`config.mk`:
```
export PLATFORM = sky130hd
export DESIGN_NAME = ov7670_pattern_tx_flat
export DESIGN_NICKNAME = d
export VERILOG_FILES = /design/src/rtl/ov7670_pattern_tx_if.sv /design/src/rtl/ov7670_pattern_tx.sv /design/src/flat_wrapper.sv
export SDC_FILE = /design/constraint.sdc
export NUM_CORES = 1
export LEC_CHECK = 0
export ABC_AREA = 1
export BUFFER_PORTS_ARGS = -buffer_cell sky130_fd_sc_hd__buf_2
export CAP_MARGIN = 40
export CORE_UTILIZATION = 61
export DETAILED_ROUTE_END_ITERATION = 7
export HOLD_SLACK_MARGIN = 0.06
export PLACE_DENSITY = 0.84
export SETUP_SLACK_MARGIN = 0.1
export SLEW_MARGIN = 10
export SYNTH_ARGS = -nofsm -noshare
export SYNTH_HDL_FRONTEND = slang
export SYNTH_SLANG_ARGS = --single-unit
```
`constraint.sdc`:
```
create_clock -name pclk -period 2.4 [get_ports pclk]
set_input_delay 0.12 -clock pclk [delete_from_list [all_inputs] [get_ports pclk]]
set_output_delay 0.12 -clock pclk [all_outputs]
set_load 0.02 [all_outputs]
```
`src/rtl/ov7670_pattern_tx_if.sv`:
```
// OV7670 camera-side video bus: vsync, href and the 8-bit byte stream on pclk.
interface ov7670_pattern_tx_if;
   logic       vsync;
   logic       href;
   logic [7:0] d;

   modport master (output vsync, href, d);
   modport slave  (input  vsync, href, d);
endinterface

```
`src/rtl/ov7670_pattern_tx.sv`:
```
// OV7670 sensor emulator: generates camera-timed frames of RGB565 test patterns on pclk.
module ov7670_pattern_tx #(
   parameter int unsigned H_ACTIVE    = 640,
   parameter int unsigned V_ACTIVE    = 480,
   parameter int unsigned H_BLANK     = 144,
   parameter int unsigned VSYNC_LINES = 3,
   parameter int unsigned V_BACK      = 17,
   parameter int unsigned V_FRONT     = 10
) (
   input  logic                       pclk,
   input  logic                       reset_n,
   input  logic                       enable,
   input  logic [1:0]                 mode,
   input  logic [11:0]                solid_rgb,
   ov7670_pattern_tx_if.master        cam,
   output logic                       frame_start,
   output logic [7:0]                 frame_count
);

   localparam int unsigned LINE_LEN  = 2 * H_ACTIVE + H_BLANK;
   localparam logic [15:0] HCNT_LAST = 16'(LINE_LEN - 1);
   localparam logic [15:0] HREF_END  = 16'(2 * H_ACTIVE);
   localparam logic [15:0] BAR_LAST  = 16'(H_ACTIVE / 4 - 1);
   localparam logic [15:0] VS_LAST   = 16'(VSYNC_LINES - 1);
   localparam logic [15:0] VB_LAST   = 16'(V_BACK - 1);
   localparam logic [15:0] VA_LAST   = 16'(V_ACTIVE - 1);
   localparam logic [15:0] VF_LAST   = 16'(V_FRONT - 1);

   typedef enum logic [2:0] {StIdle, StVsync, StVback, StActive, StVfront} state_t;

   state_t      state_q, state_d, state_after;
   logic [15:0] hcnt_q, hcnt_d;
   logic [15:0] line_q, line_d, line_last;
   logic [15:0] bar_px_q, bar_px_d;
   logic [2:0]  bar_idx_q, bar_idx_d;
   logic [7:0]  fcnt_q, fcnt_d;
   logic [1:0]  mode_q, mode_d;
   logic [11:0] rgb_q, rgb_d;
   logic        line_end, enter;
   logic        vsync_q, href_q, href_d, fstart_q;
   logic [7:0]  d_q, d_d;
   logic [15:0] pix;
   logic [3:0]  gray;

   assign cam.vsync   = vsync_q;
   assign cam.href    = href_q;
   assign cam.d       = d_q;
   assign frame_start = fstart_q;
   assign frame_count = fcnt_q;

   // Timing: hcnt runs every cycle outside IDLE, line counts restart in each state.
   always_comb begin
      line_end    = (hcnt_q == HCNT_LAST);
      state_d     = state_q;
      hcnt_d      = hcnt_q;
      line_d      = line_q;
      fcnt_d      = fcnt_q;
      mode_d      = mode_q;
      rgb_d       = rgb_q;
      enter       = 1'b0;
      line_last   = '0;
      state_after = StIdle;
      case (state_q)
         StVsync:  begin line_last = VS_LAST; state_after = StVback;  end
         StVback:  begin line_last = VB_LAST; state_after = StActive; end
         StActive: begin line_last = VA_LAST; state_after = StVfront; end
         StVfront: begin line_last = VF_LAST; state_after = enable ? StVsync : StIdle; end
         default: ;
      endcase
      if (state_q == StIdle) begin
         if (enable) begin
            state_d = StVsync;
            line_d  = '0;
            enter   = 1'b1;
         end
      end else begin
         hcnt_d = line_end ? '0 : hcnt_q + 16'd1;
         if (line_end) begin
            if (line_q == line_last) begin
               line_d  = '0;
               state_d = state_after;
               if (state_q == StVfront) begin
                  fcnt_d = fcnt_q + 8'd1;
                  enter  = enable;
               end
            end else begin
               line_d = line_q + 16'd1;
            end
         end
      end
      if (enter) begin
         mode_d = mode;
         rgb_d  = solid_rgb;
      end
   end

   // Colour-bar index tracks hcnt_d so no divider is needed.
   always_comb begin
      bar_px_d  = bar_px_q + 16'd1;
      bar_idx_d = bar_idx_q;
      if (hcnt_d == '0) begin
         bar_px_d  = '0;
         bar_idx_d = '0;
      end else if (bar_px_q == BAR_LAST) begin
         bar_px_d  = '0;
         bar_idx_d = bar_idx_q + 3'd1;
      end
   end

   // Pixel for the position shown after the next edge; hcnt_d[8:1] is x[7:0].
   always_comb begin
      gray = hcnt_d[8:5];
      case (mode_d)
         2'd0: begin
            case (bar_idx_d)
               3'd0:    pix = 16'hFFFF;
               3'd1:    pix = 16'hFFE0;
               3'd2:    pix = 16'h07FF;
               3'd3:    pix = 16'h07E0;
               3'd4:    pix = 16'hF81F;
               3'd5:    pix = 16'hF800;
               3'd6:    pix = 16'h001F;
               default: pix = 16'h0000;
            endcase
         end
         2'd1:    pix = {gray, 1'b0, gray, 2'b00, gray, 1'b0};
         2'd2:    pix = (hcnt_d[6] ^ line_d[5]) ? 16'hFFFF : 16'h0000;
         default: pix = {rgb_d[11:8], 1'b0, rgb_d[7:4], 2'b00, rgb_d[3:0], 1'b0};
      endcase
      href_d = (state_d == StActive) && (hcnt_d < HREF_END);
      d_d    = href_d ? (hcnt_d[0] ? pix[7:0] : pix[15:8]) : 8'h00;
   end

   always_ff @(posedge pclk or negedge reset_n) begin
      if (!reset_n) begin
         state_q   <= StIdle;
         hcnt_q    <= '0;
         line_q    <= '0;
         bar_px_q  <= '0;
         bar_idx_q <= '0;
         fcnt_q    <= '0;
         mode_q    <= '0;
         rgb_q     <= '0;
         vsync_q   <= 1'b0;
         href_q    <= 1'b0;
         fstart_q  <= 1'b0;
         d_q       <= 8'h00;
      end else begin
         state_q   <= state_d;
         hcnt_q    <= hcnt_d;
         line_q    <= line_d;
         bar_px_q  <= bar_px_d;
         bar_idx_q <= bar_idx_d;
         fcnt_q    <= fcnt_d;
         mode_q    <= mode_d;
         rgb_q     <= rgb_d;
         vsync_q   <= (state_d == StVsync);
         href_q    <= href_d;
         fstart_q  <= enter;
         d_q       <= d_d;
      end
   end

endmodule

```
`src/flat_wrapper.sv`:
```
// flat-port wrapper written by rule: the top's interface ports become plain ports
module ov7670_pattern_tx_flat 
#(
   parameter int unsigned H_ACTIVE    = 640,
   parameter int unsigned V_ACTIVE    = 480,
   parameter int unsigned H_BLANK     = 144,
   parameter int unsigned VSYNC_LINES = 3,
   parameter int unsigned V_BACK      = 17,
   parameter int unsigned V_FRONT     = 10
)
  (pclk, reset_n, enable, mode, solid_rgb, frame_start, frame_count, cam_vsync, cam_href, cam_d);
  ov7670_pattern_tx_if cam_i ();
  input  logic pclk;
  input  logic reset_n;
  input  logic enable;
  input  logic [1:0] mode;
  input  logic [11:0] solid_rgb;
  output logic frame_start;
  output logic [7:0] frame_count;
  output wire logic [$bits(cam_i.vsync)-1:0] cam_vsync;
  output wire logic [$bits(cam_i.href)-1:0] cam_href;
  output wire logic [$bits(cam_i.d)-1:0] cam_d;
  assign cam_vsync = cam_i.vsync;
  assign cam_href = cam_i.href;
  assign cam_d = cam_i.d;
  ov7670_pattern_tx #(.H_ACTIVE(H_ACTIVE), .V_ACTIVE(V_ACTIVE), .H_BLANK(H_BLANK), .VSYNC_LINES(VSYNC_LINES), .V_BACK(V_BACK), .V_FRONT(V_FRONT)) u_core (.pclk(pclk), .reset_n(reset_n), .enable(enable), .mode(mode), .solid_rgb(solid_rgb), .cam(cam_i), .frame_start(frame_start), .frame_count(frame_count));
endmodule
```
### Word level (Yosys, flattened, before mapping)

Cells that the tools add are included.

| word-level totals | value |
|---|---|
| logic and storage cells | 76 |
| register bits after elaboration | 87 |

| operators by class | value |
|---|---|
| equality and inequality tests | 18 |
| order comparisons | 1 |
| reductions and logical operators | 8 |
| bitwise gates (word level) | 2 |
| add/subtract/negate cells | 5 |
| mux-type cells | 29 |

Operators by type and width:

| operator | count |
|---|---|
| $mux W16 | 9 |
| $pmux W16 S7 | 1 |
| $add A16 B1 Y16 const B | 3 |
| $pmux W16 S3 | 1 |
| $pmux W9 S4 | 1 |
| $mux W3 | 6 |
| $eq A16 B11 Y1 const B | 1 |
| $eq A16 B8 Y1 const B | 1 |
| $eq A16 B9 Y1 | 1 |
| $logic_not A16 Y1 | 1 |
| $lt A16 B11 Y1 const B | 1 |
| $mux W8 | 2 |
| $eq A3 B2 Y1 const B | 5 |
| $eq A3 B3 Y1 const B | 4 |
| $mux W12 | 1 |
| $pmux W3 S4 | 1 |
| $eq A3 B1 Y1 const B | 3 |
| $add A8 B1 Y8 const B | 1 |
| $logic_not A3 Y1 | 2 |
| $mux W1 | 6 |
| $reduce_and A4 Y1 | 1 |
| $add A3 B1 Y3 const B | 1 |
| $eq A2 B1 Y1 const B | 1 |
| $eq A2 B2 Y1 const B | 1 |
| other kinds (8) | 8 |

### Longest topological paths before layout

| depth | value |
|---|---|
| word-level depth | 11 |
| gate-level depth with buffers | 18 |
| gate-level depth less buffers | 18 |

### Least setup slack after synthesis

OpenSTA, ideal clock, no wires.

| timing | value |
|---|---|
| path type | flip-flop to flip-flop |
| from | reg u_core.hcnt_q[0] |
| to | reg u_core.d_q[7] (netlist: u_core.cam.d[7]) |
| data arrival time | 2.003 ns |
| setup time | 0.077 ns |
| period minus slack after synthesis | 2.080 ns |
| buffers on the path | 0 |
| slack | 0.320 ns |
| stages on the path, launching flop included | 16 |
| data required time | 2.323 ns |
| cells stage by stage | dfrtp_1 ha_1 nand3_1 nor2_2 nand3_4 nand2_4 inv_2 nor2_1 nand2_1 nor2_1 nand3_2 nand2_1 a21oi_2 nand2_1 nand2_1 a21oi_1 |

| between the ends | value |
|---|---|
| cells in the longest elaborated chain, start to end | 10 |
| elaborated cells between the ends (all ways) | 33 |
| classes of those cells | 1 x add/sub; 1 x order compare; 10 x eq/ne; 16 x mux; 1 x bitwise; 4 x reduce/logical |

Ends and longest elaborated chain:

| element | RTL line | text |
|---|---|---|
| start, declared | ov7670_pattern_tx.sv:32 | `logic [15:0] hcnt_q, hcnt_d;` |
| start signal, assigned | ov7670_pattern_tx.sv:150 | `hcnt_q <= hcnt_d;` |
| $add A16 B1 Y16 or $eq A16 B11 Y1 (tied branches) | ov7670_pattern_tx.sv:77, ov7670_pattern_tx.sv:53 |  |
| $mux W16 | ov7670_pattern_tx.sv:77 | `hcnt_d = line_end ? '0 : hcnt_q + 16'd1;` |
| $mux W16 * | ov7670_pattern_tx.sv:70 | `if (state_q == StIdle) begin` |
| via u_core.hcnt_d[0] | ov7670_pattern_tx.sv:32 |  |
| $logic_not A16 Y1 | ov7670_pattern_tx.sv:101 | `if (hcnt_d == '0) begin` |
| $mux W3 | ov7670_pattern_tx.sv:101 |  |
| $eq A3 B3 Y1, or another cell as far along | ov7670_pattern_tx.sv:115 | `case (bar_idx_d)` |
| $pmux W16 S7 | ov7670_pattern_tx.sv:115 |  |
| $pmux W16 S3 | ov7670_pattern_tx.sv:113 | `case (mode_d)` |
| $mux W8 | ov7670_pattern_tx.sv:131 | `d_d = href_d ? (hcnt_d[0] ? pix[7:0] : pix[15:8]) : 8'h00;` |
| $mux W8 * | ov7670_pattern_tx.sv:131 |  |
| via u_core.d_d[7] | ov7670_pattern_tx.sv:41 | `logic [7:0] d_q, d_d;` |
| end signal, assigned | ov7670_pattern_tx.sv:147 | `d_q <= 8'h00;` |
| end signal, assigned | ov7670_pattern_tx.sv:160 | `d_q <= d_d;` |
| end, declared | ov7670_pattern_tx.sv:41 |  |

Mark *: on every way through the listed nets, which the timed path passes. The rest lies on a longest branch. The select of a mux whose other input is x is not followed.
A chain may end at the register's enable or synchronous reset.

### Worst setup path after layout

| timing | value |
|---|---|
| from | reg u_core.state_q[2] |
| to | reg u_core.d_q[4] (netlist: u_core.cam.d[4]) |

| between the ends | value |
|---|---|
| cells in the longest elaborated chain, start to end | 11 |
| elaborated cells between the ends (all ways) | 43 |
| classes of those cells | 1 x order compare; 14 x eq/ne; 22 x mux; 1 x bitwise; 5 x reduce/logical |

Ends and longest elaborated chain:

| element | RTL line | text |
|---|---|---|
| start, declared | ov7670_pattern_tx.sv:31 | `state_t state_q, state_d, state_after;` |
| start signal, assigned | ov7670_pattern_tx.sv:136 | `state_q <= StIdle;` |
| start signal, assigned | ov7670_pattern_tx.sv:149 | `state_q <= state_d;` |
| $eq A3 B3 Y1, or another cell as far along | ov7670_pattern_tx.sv:63, ov7670_pattern_tx.sv:82 |  |
| $pmux W9 S4 | ov7670_pattern_tx.sv:63 | `case (state_q)` |
| $eq A16 B9 Y1 | ov7670_pattern_tx.sv:79 | `if (line_q == line_last) begin` |
| $mux W1 | ov7670_pattern_tx.sv:79 |  |
| $mux W1 | ov7670_pattern_tx.sv:78 | `if (line_end) begin` |
| $mux W1 * | ov7670_pattern_tx.sv:70 |  |
| $mux W2 * | ov7670_pattern_tx.sv:91 | `if (enter) begin` |
| via u_core.mode_d[0] | ov7670_pattern_tx.sv:37 | `logic [1:0] mode_q, mode_d;` |
| $eq A2 B2 Y1, or another cell as far along | ov7670_pattern_tx.sv:113 |  |
| $pmux W16 S3 * | ov7670_pattern_tx.sv:113 |  |
| $mux W8 * (2 in series) | ov7670_pattern_tx.sv:131 |  |
| via u_core.d_d[4] | ov7670_pattern_tx.sv:41 |  |

Marked as above.

==> flow_summary.json <==
{
  "status": "complete, but fails checks",
  "violations": "negative setup slack",
  "clk_latency_ns": 0.38,
  "maxCapViolCount": 0,
  "finalClockSkew_ns": 0.01070,
  "reg2regPathDepth": 16,
  "path_cells": "buf_4 > nor2_1 > nand2_1 > nand2_1 > nand2_2 > nor2_4 > nand4_4 > nand2_8 > nand2_4 > nand2_4 > nor2_4 > buf_6 > a21oi_4 > nand2_2 > nand2_2 > a21oi_2",
  "end_kind": "flip-flop",
  "synth_mux_area_share_pct": 0.4559,
  "cp_max_fo": 7,
  "synthXorXnorAreaFrac_pct": 4.610,
  "relSlewSlack_pct": 64.61,
  "fp-row-count": 32,
  "synth_top_area_share_pct": 44.07,
  "criticalPathCategory": "reg2reg",
  "final.min_clock_period_ns": 2.425,
  "cts_tree": "done",
  "final_common_cell": "nand2_1",
  "dp_cells": 805,
  "crit_path_max_incr_delay_ns": 0.41,
  "fin_area_sq_um": 6116,
  "synthAdderAreaFrac_pct": 1.266,
  "syn_area_sq_um": 4940,
  "hold_viol_final": 0,
  "vdd_drop_max_mv": 0.6451,
  "post-route-drc-count": 0,
  "post-dp-hpwl_microns": 7876,
  "final_nets": 760,
  "whs_endpoint": "u_core.rgb_q[7]$_DFF_PN0_",
  "post_drt_wl_per_cell_microns": 15.58,
  "rsz0062_at_grt": "yes",
  "initial_core_util_pct": 63.60,
  "cpMostUsedCell": "nand2_2",
  "track_usage_pct": 27.85,
  "ant_nets": 0,
  "die_x_microns": 91.99,
  "fp.dieH_microns": 91.99,
  "layout_common_cells": "nand2_1, inv_1, dfrtp_1",
  "core_sq_um": 7767,
  "holdPathStages": 5,
  "yosysUniqueCellTypes": 40,
  "synth_top_area_cell": "dfrtp_1",
  "path_clk_slew_ns": 0.09,
  "r2r_end": "u_core.cam.d[4]$_DFF_PN0_",
  "r2r-start": "u_core.state_q[2]$_DFF_PN0_",
  "slowest_stage": "dfrtp_1",
  "numCtsBuffers": 9,
  "synth_compound_area_share_pct": 6.434,
  "critPathLaunchType": "flip-flop",
  "fillCellCount": 487,
  "hold_start": "solid_rgb[7]",
  "postSynthCellCount": 657,
  "synth_top_family_by_area": "simple AND/OR/NAND/NOR gates",
  "via_per_inst": 5.720,
  "power_density_nw_per_um2": 897.3,
  "critPathArrivalTime_ns": 2.70,
  "finalCritPeriodShare_pct": 101.0,
  "io_pins": 36,
  "overflow": 0,
  "grt_pass1_vias": 4228,
  "synth_nets": 679,
  "worst_slack_ns": -0.02490,
  "dr.pass1.iters": 6,
  "vias": 4828,
  "drt_iter0_drc": 349,
  "clock_sinks": 87,
  "critPathRequiredTime_ns": 2.68,
  "ys_ff_latch": 87,
  "yosys-top-cells-area": "dfrtp_1, nand2_1, inv_1",
  "synthSimpleGateAreaFrac_pct": 34.25,
  "drv_slew": 0,
  "htreeDepth": 3,
  "grt_max_degree": 53,
  "post-route-util_pct": 78.74,
  "grt_pass1_wl_microns": 18600,
  "ys_seq_area_share_pct": 44.07,
  "antenna_cells": 0,
  "r2r_slack_ns": -0.02,
  "dieArea_sq_um": 8462,
  "setup_viol_count_final": 5,
  "worst-slew-pin-transition_ns": 0.5260,
  "port_buffers": 35,
  "root_buffer": "clkbuf_8",
  "avgSynthCellArea_sq_um": 7.519,
  "fin_cells": 844,
  "gp_congestion": 0.9479,
  "hp-class": "in2reg",
  "postPlaceCellArea_sq_um": 5354,
  "yosysWarnings": 0,
  "area_growth_pct": 23.81,
  "wl_microns": 13150,
  "total_leakage_power_nw": 3.105,
  "max_freq_ghz": 0.4124,
  "cts_buffer_depth": 2,
  "layout-drive-gt1-share_pct": 25.20,
  "antenna_found_initial": 0,
  "hold-worst-slack_ns": 0.07755
}
per-stage QoR:
| step | setup WS [ns] | total power, W | setup TNS, ns |
|---|---|---|---|
| detailed placement | -0.08097 | 0.003776 | -0.2482 |
| global route | -0.1443 | 0.005786 | -0.8562 |
| global placement | -0.08911 | 0.003707 | -0.4710 |
| floorplan | 0.3196 | 0.003267 | 0 |
| finish | -0.02490 | 0.005488 | -0.08784 |
| CTS | 0.09186 | 0.004772 | 0 |
cell usage after synthesis:
master and n:
o22ai_1 7, nor2_2 8, inv_2 4, nand4_1 12
and2_1 1, nand2_2 7, o211ai_1 2, nand3_2 5
or2_2 2, and3_1 1, nand2_1 181, o32ai_1 1
xnor2_1 4, nor3_1 12, xor2_1 22, mux2_2 2
o21ai_1 2, a21oi_1 12, nor2_1 74, buf_2 4
nand3_1 45, nor3_2 1, nand3b_1 4, nor4_1 3
nor2_4 4, buf_6 2, inv_1 98, nand4_4 1
ha_1 5, a22o_1 1, dfrtp_1 87, o21bai_1 2
clkinv_1 1, nand3_4 1, clkbuf_1 3, a21oi_2 3
nor3b_1 3, o21ai_0 26, nand2_4 3, or2_0 1
sequential cells by signal (all words and copies together), names as in the netlist:
name	count
u_core.state_q	3
u_core.frame_start	1
u_core.line_q	16
u_core.frame_count	8
u_core.cam.href	1
u_core.cam.d	8
u_core.rgb_q	12
u_core.bar_px_q	16
u_core.bar_idx_q	3
u_core.hcnt_q	16
u_core.cam.vsync	1
u_core.mode_q	2
worst max-delay path, delay by kind of cell (launching register included):
family | cells | cell delay (ns)
buffers and inverters | 2 | 0.30
AO/OA/AOI/OAI | 2 | 0.24
AND/OR/NAND/NOR | 12 | 1.37
flip-flops | 1 | 0.41
where the power goes:
group | internal (W) | switching, W | total (W)
sequential | 0.00171 | 0.000197 | 0.00191
combinational | 0.000968 | 0.00165 | 0.00262
clock | 0.000376 | 0.000581 | 0.000957
area by class of cell:
cell class,count,area [sq um],area share (%)
well taps,102,127.6,2.087
multi-input cells,459,2678,43.78
inverters,103,390.4,6.383
repair inverters,1,7.507,0.1227
repair buffers,77,559.3,9.145
flip-flops and latches,87,2185,35.72
clock buffers,9,123.9,2.025
clock inverters,6,45.04,0.7365
layer usage:
layer,track usage [%],part of all wire (%),vias to the layer above
li1,-,-,2228
met1,36.18,39,2257
met2,45.96,49,277
met3,4.809,8.0,66
met4,12.11,3.8,0
met5,0,0,-
cell families (layout without fill, tap and decap cells):
group                    after synthesis  count (layout)
XOR/XNOR                              26              26
AND/OR/NAND/NOR                      369             370
buffers and inverters                112             196
multiplexers                           2               2
AO/OA/AOI/OAI                         56              56
flip-flops                            87              87
adder cells (fa/ha/maj)                5               5
repair_timing:
action	in CTS	in global routing
hold buffers	7	0
resized for setup	12	88
setup endpoints to repair	25	26
gates cloned	0	2
endpoints found under the hold margin	41	0
pin swaps	2	21
setup buffers	1	14
worst max path at each step:
stage,depth (start not counted),start,end,slack (ns)
6_report,16,u_core.state_q[2]$_DFF_PN0_,u_core.cam.d[4]$_DFF_PN0_,-0.02
5_1_grt,12,u_core.state_q[0]$_DFF_PN0_,u_core.cam.d[7]$_DFF_PN0_,-0.14
4_1_cts,13,u_core.hcnt_q[0]$_DFF_PN0_,u_core.cam.d[5]$_DFF_PN0_,0.09
3_5_place_dp,12,u_core.hcnt_q[0]$_DFF_PN0_,u_core.cam.d[3]$_DFF_PN0_,-0.08
3_3_place_gp,12,u_core.hcnt_q[0]$_DFF_PN0_,u_core.cam.d[5]$_DFF_PN0_,-0.09
2_1_floorplan,15,u_core.hcnt_q[0]$_DFF_PN0_,u_core.cam.d[7]$_DFF_PN0_,0.32
Power figures use the tool's default switching activity.
